`src/rtl/wb_regfile_pkg.sv`:
```
// wb_regfile_pkg: shared widths, register-zero constant and datapath typedefs
package wb_regfile_pkg;
   localparam int DATA_W   = 32;
   localparam int ADDR_W   = 5;
   localparam int NUM_REGS = 32;
   typedef logic [ADDR_W-1:0] reg_addr_t;
   typedef logic [DATA_W-1:0] word_t;
   localparam reg_addr_t REG_ZERO = '0;
endpackage

```
`src/rtl/wb_regfile_select.sv`:
```
// wb_select: MemToReg write-back mux, reused by the forwarding unit
module wb_select #(
   parameter int W = 32
) (
   input  logic         i_sel,
   input  logic [W-1:0] i_mem,
   input  logic [W-1:0] i_alu,
   output logic [W-1:0] o_data
);
   assign o_data = i_sel ? i_mem : i_alu;
endmodule

```
`src/rtl/wb_regfile.sv`:
```
// wb_regfile: write-back select, 32x32 register file with write-through bypass
module wb_regfile #(
   parameter int DATA_W   = wb_regfile_pkg::DATA_W,
   parameter int ADDR_W   = wb_regfile_pkg::ADDR_W,
   parameter int NUM_REGS = wb_regfile_pkg::NUM_REGS
) (
   input  logic              clk,
   input  logic              rst,
   input  logic              RegWrite,
   input  logic              MemToReg,
   input  logic [DATA_W-1:0] MemRes,
   input  logic [DATA_W-1:0] ALURes,
   input  logic [ADDR_W-1:0] WREG,
   input  logic [ADDR_W-1:0] RR1,
   input  logic [ADDR_W-1:0] RR2,
   input  logic [ADDR_W-1:0] DBG_ADDR,
   output logic [DATA_W-1:0] RD1,
   output logic [DATA_W-1:0] RD2,
   output logic [DATA_W-1:0] WB_Data,
   output logic [DATA_W-1:0] DBG_DATA,
   output logic [31:0]       WB_Count
);
   import wb_regfile_pkg::*;
   logic [DATA_W-1:0] r_regs [NUM_REGS];
   logic [31:0]       r_count;
   logic              w_wr_en;
   wb_select #(.W(DATA_W)) u_sel (
      .i_sel  (MemToReg),
      .i_mem  (MemRes),
      .i_alu  (ALURes),
      .o_data (WB_Data)
   );
   // Gating with ~rst both drops the reset-cycle write and disables bypass
   assign w_wr_en = RegWrite & ~rst & (WREG != REG_ZERO);
   always_ff @(posedge clk) begin
      if (rst) begin
         for (int i = 0; i < NUM_REGS; i++) r_regs[i] <= '0;
         r_count <= '0;
      end else if (w_wr_en) begin
         r_regs[WREG] <= WB_Data;
         r_count      <= r_count + 32'd1;
      end
   end
   assign RD1      = (RR1 == REG_ZERO) ? '0 : (w_wr_en && WREG == RR1) ? WB_Data : r_regs[RR1];
   assign RD2      = (RR2 == REG_ZERO) ? '0 : (w_wr_en && WREG == RR2) ? WB_Data : r_regs[RR2];
   assign DBG_DATA = (DBG_ADDR == REG_ZERO) ? '0 : r_regs[DBG_ADDR];
   assign WB_Count = r_count;
endmodule

```
`config.mk`:
```
export PLATFORM = sky130hd
export DESIGN_NAME = wb_regfile
export DESIGN_NICKNAME = d
export VERILOG_FILES = /design/src/rtl/wb_regfile_pkg.sv /design/src/rtl/wb_regfile_select.sv /design/src/rtl/wb_regfile.sv
export SDC_FILE = /design/constraint.sdc
export NUM_CORES = 2
export LEC_CHECK = 0
export BUFFER_PORTS_ARGS = -buffer_cell sky130_fd_sc_hd__buf_2
export CAP_MARGIN = 15
export CORE_ASPECT_RATIO = 0.6
export CORE_UTILIZATION = 50
export DETAILED_ROUTE_END_ITERATION = 8
export PLACE_DENSITY = 0.69
export SLEW_MARGIN = 20
export SYNTH_ARGS = -nofsm -noshare
export SYNTH_HDL_FRONTEND = slang
export SYNTH_HIERARCHICAL = 1
export SYNTH_SLANG_ARGS = --single-unit
```
`constraint.sdc`:
```
create_clock -name clk -period 2.9 [get_ports clk]
set_input_delay 0.29 -clock clk [delete_from_list [all_inputs] [get_ports clk]]
set_output_delay 0.29 -clock clk [all_outputs]
set_load 0.005 [all_outputs]
```
==> impl_metrics.csv <==
group,metric,value,unit
finish,register_area,31400,sq um
floorplan,ioPinCount,248,
timing,setup_ws,-0.112,ns
global_route,grt_max_degree,74,
floorplan,dieArea,132000,sq um
route,ant_nets,0,
floorplan,row_count,102,
route,drt_first_iter_violations,10420,
clock_tree,cts_tree,"yes",
clock_tree,cts_hold_buf,0,
placed_design,port_buffers,247,
placed_design,gp_congestion,1.01,
finish,final_util,59.1,%
synthesis,netlist_area,65500,sq um
route,drc,0,
global_route,grt-ovfl-total,0,
floorplan,core,129000,sq um
synthesis,synth_edf_count,1024,
route,vias_per_cell,7.54,
finish,drive_gt1_share,35.9,%
timing,slew_violations,0,
clock_tree,cts_inserted_buffers,103,
worst_setup_path,cp-end-kind,"primary output",
clock_tree,clock-sinks,1056,
run,maxCapViolCount,0,
floorplan,start_util,50.6,%
placed_design,pre_cts_ws,-0.126,ns
floorplan,fp.dieH,282,um
timing,layout_min_cycle_time,3.01,ns
timing,setup-violations-final,17,
power_and_ir_drop,p_leak,0.0274,uW
timing,max_freq,0.332,GHz
clock_tree,root_buffer,"clkbuf_16",
worst_setup_path,crit_type,"reg2out",
worst_setup_path,arrival,2.72,ns
synthesis,synth_ff_type,"edfxtp_1",
timing,hold_viol,0,
worst_setup_path,reg2reg_depth,6,
worst_hold_path,hp-class,"in2reg",
worst_setup_path,cp_max_fo,3,
timing,holdWs,0.0727,ns
route,vias,51106,
finish,n_fill_cell,9901,
worst_setup_path,critical_path_required,2.61,ns
route,totalWireLength,290,mm
synthesis,syn_inst,4593,
placed_design,dp_hpwl,189,mm
floorplan,die_width,469,um
synthesis,async_reset_ff_share,0,%
route,drt_first_pass_iters,6,
timing,period_share,104,%
timing,slew_headroom,10.2,%
timing,grt_setup_unrepaired,"true",
worst_setup_path,worstSetupStartpointType,"register",
finish,multi_input_area,32400,sq um
global_route,antenna_found_initial,33,
outcome,violations,"setup timing",
global_route,grt_pass1_vias,47211,
synthesis,synth_area_per_cell,14.3,sq um
clock_tree,cts_buffer_depth,3,
clock_tree,worst_skew_pair.late_latency,0.75,ns
global_route,grt_pass1_wl,390,mm
synthesis,ys_warn_count,6,
global_route,track_usage,43.3,%
synthesis,ys_types,75,
power_and_ir_drop,power_density,529,nW/um^2
outcome,status,"complete, but fails checks",
synthesis,synth-seq-cells,1056,
route,routedWlPerCell,42.8,um
timing,tightest_slew,1.35,ns
clock_tree,cts_max_level,3,
timing,final.setup.tns,-0.648,ns
timing,fin_skew,0.0121,ns
clock_tree,cts.clk_slew.worst_paths,0.07,ns
power_and_ir_drop,ir_worst_vdd,0.506,mV
synthesis,yosysSeqAreaShare,47.9,%
worst_hold_path,holdPathStages,5,
finish,nNetsFinal,5029,
finish,area_delta_synth_final,16.8,%
metal layers:
| metal | GRT usage [%] | part of all wire, % | routed length, um |
|---|---|---|---|
| met4 | 23.2 | 6.0 | 17500 |
| met2 | 55.5 | 38 | 112000 |
| met1 | 57.7 | 35 | 102000 |
| met5 | 2.81 | 0.22 | 638 |
| met3 | 23.7 | 20 | 59200 |
cell usage after synthesis (30+ instances only):
library cell | count | area [sq um]
a31oi_1 | 33 | 206
a21oi_1 | 62 | 310
mux2_4 | 30 | 450
nor2_1 | 130 | 488
o21ai_0 | 62 | 310
dfxtp_1 | 32 | 641
nand3_1 | 35 | 175
xnor2_1 | 30 | 263
mux2i_1 | 311 | 3110
mux4_2 | 694 | 15600
nor3_1 | 54 | 270
edfxtp_1 | 1024 | 30700
buf_2 | 129 | 646
nand2_1 | 92 | 345
a22oi_1 | 130 | 976
buf_6 | 34 | 383
and2_1 | 968 | 6060
a221oi_1 | 43 | 377
clkbuf_1 | 297 | 1110
a22o_1 | 35 | 307
inv_1 | 39 | 146
cells by family after synthesis:
logic type,Yosys count,synth area share [%]
AND/OR/NAND/NOR,1427,12.7
other,1,0.00573
buffers and inverters,549,4.07
AO/OA/AOI/OAI,477,5.26
XOR/XNOR,31,0.415
flip-flops,1056,47.9
multiplexers,1051,29.6
adder cells (fa/ha/maj),1,0.0191
area by class of cell:
cell class / count / area share [%]
repair buffers: 720 / 8.94
flip-flops and latches: 1056 / 41.0
inverters: 40 / 0.196
clock buffers: 132 / 3.55
multi-input cells: 3019 / 42.4
diodes: 35 / 0.114
clock inverters: 61 / 0.979
well taps: 1716 / 2.81
cells in the final DEF (no fill, tap or decap), types with 26 or more instances in the layout:
cell type  Yosys  routed
inv_1         39      38
nand3_1       35      34
diode_2        0      35
clkbuf_1     297      26
edfxtp_1    1024    1024
a21oi_1       62      56
nand2_1       92      79
a22oi_1      130     126
buf_12         3     151
or2_2         29      32
buf_4         28     322
nor2_1       130      97
o21ai_0       62      33
nor3_1        54      45
mux2_4        30      30
dfxtp_1       32      32
xnor2_1       30      30
mux4_2       694     694
clkbuf_16      0     103
conb_1         1      32
mux2i_1      311     306
and2_1       968     968
a31oi_1       33      26
a221oi_1      43      34
buf_2        129     227
nor2_4         3      32
a22o_1        35      34
stage by stage:
stage	instance area, sq um	total power [uW]	cells
2_1_floorplan	65600	22300	4624
3_3_place_gp	72100	25600	6533
3_5_place_dp	72200	25600	6534
4_1_cts	76100	39900	6739
5_1_grt	76400	41000	6752
6_report	76500	40500	6779
state kept, by name (all words and copies together) (netlist names):
signal	cells
r_regs	1024
WB_Count	32
repair_timing:
item,CTS,global route
gates resized for setup,87,72
buffers inserted,15,15
endpoints found under the setup margin,46,55
pin swaps,15,28
power breakdown:
group / internal, uW / switching (uW) / total, uW
logic: 3330 / 4350 / 7680
clock network: 7990 / 6520 / 14500
registers: 17600 / 697 / 18300
worst paths after layout:
| check | slack, ns | to | start |
|---|---|---|---|
| hold / removal | 0.07 | WB_Count[1] | RegWrite |
| setup reg to reg | 0.86 | WB_Count[30] | WB_Count[4] |
| setup / recovery | -0.11 | RD2[28] | r_regs[15][28] |
| hold reg to reg | 0.53 | WB_Count[10] | WB_Count[10] |
critical path: stages, from the launching register on:
cell and delay (ns):
edfxtp_1 0.47, mux4_2 0.54, mux4_2 0.47, a221o_1 0.35, buf_2 0.15
Power figures use the tool's default switching activity.
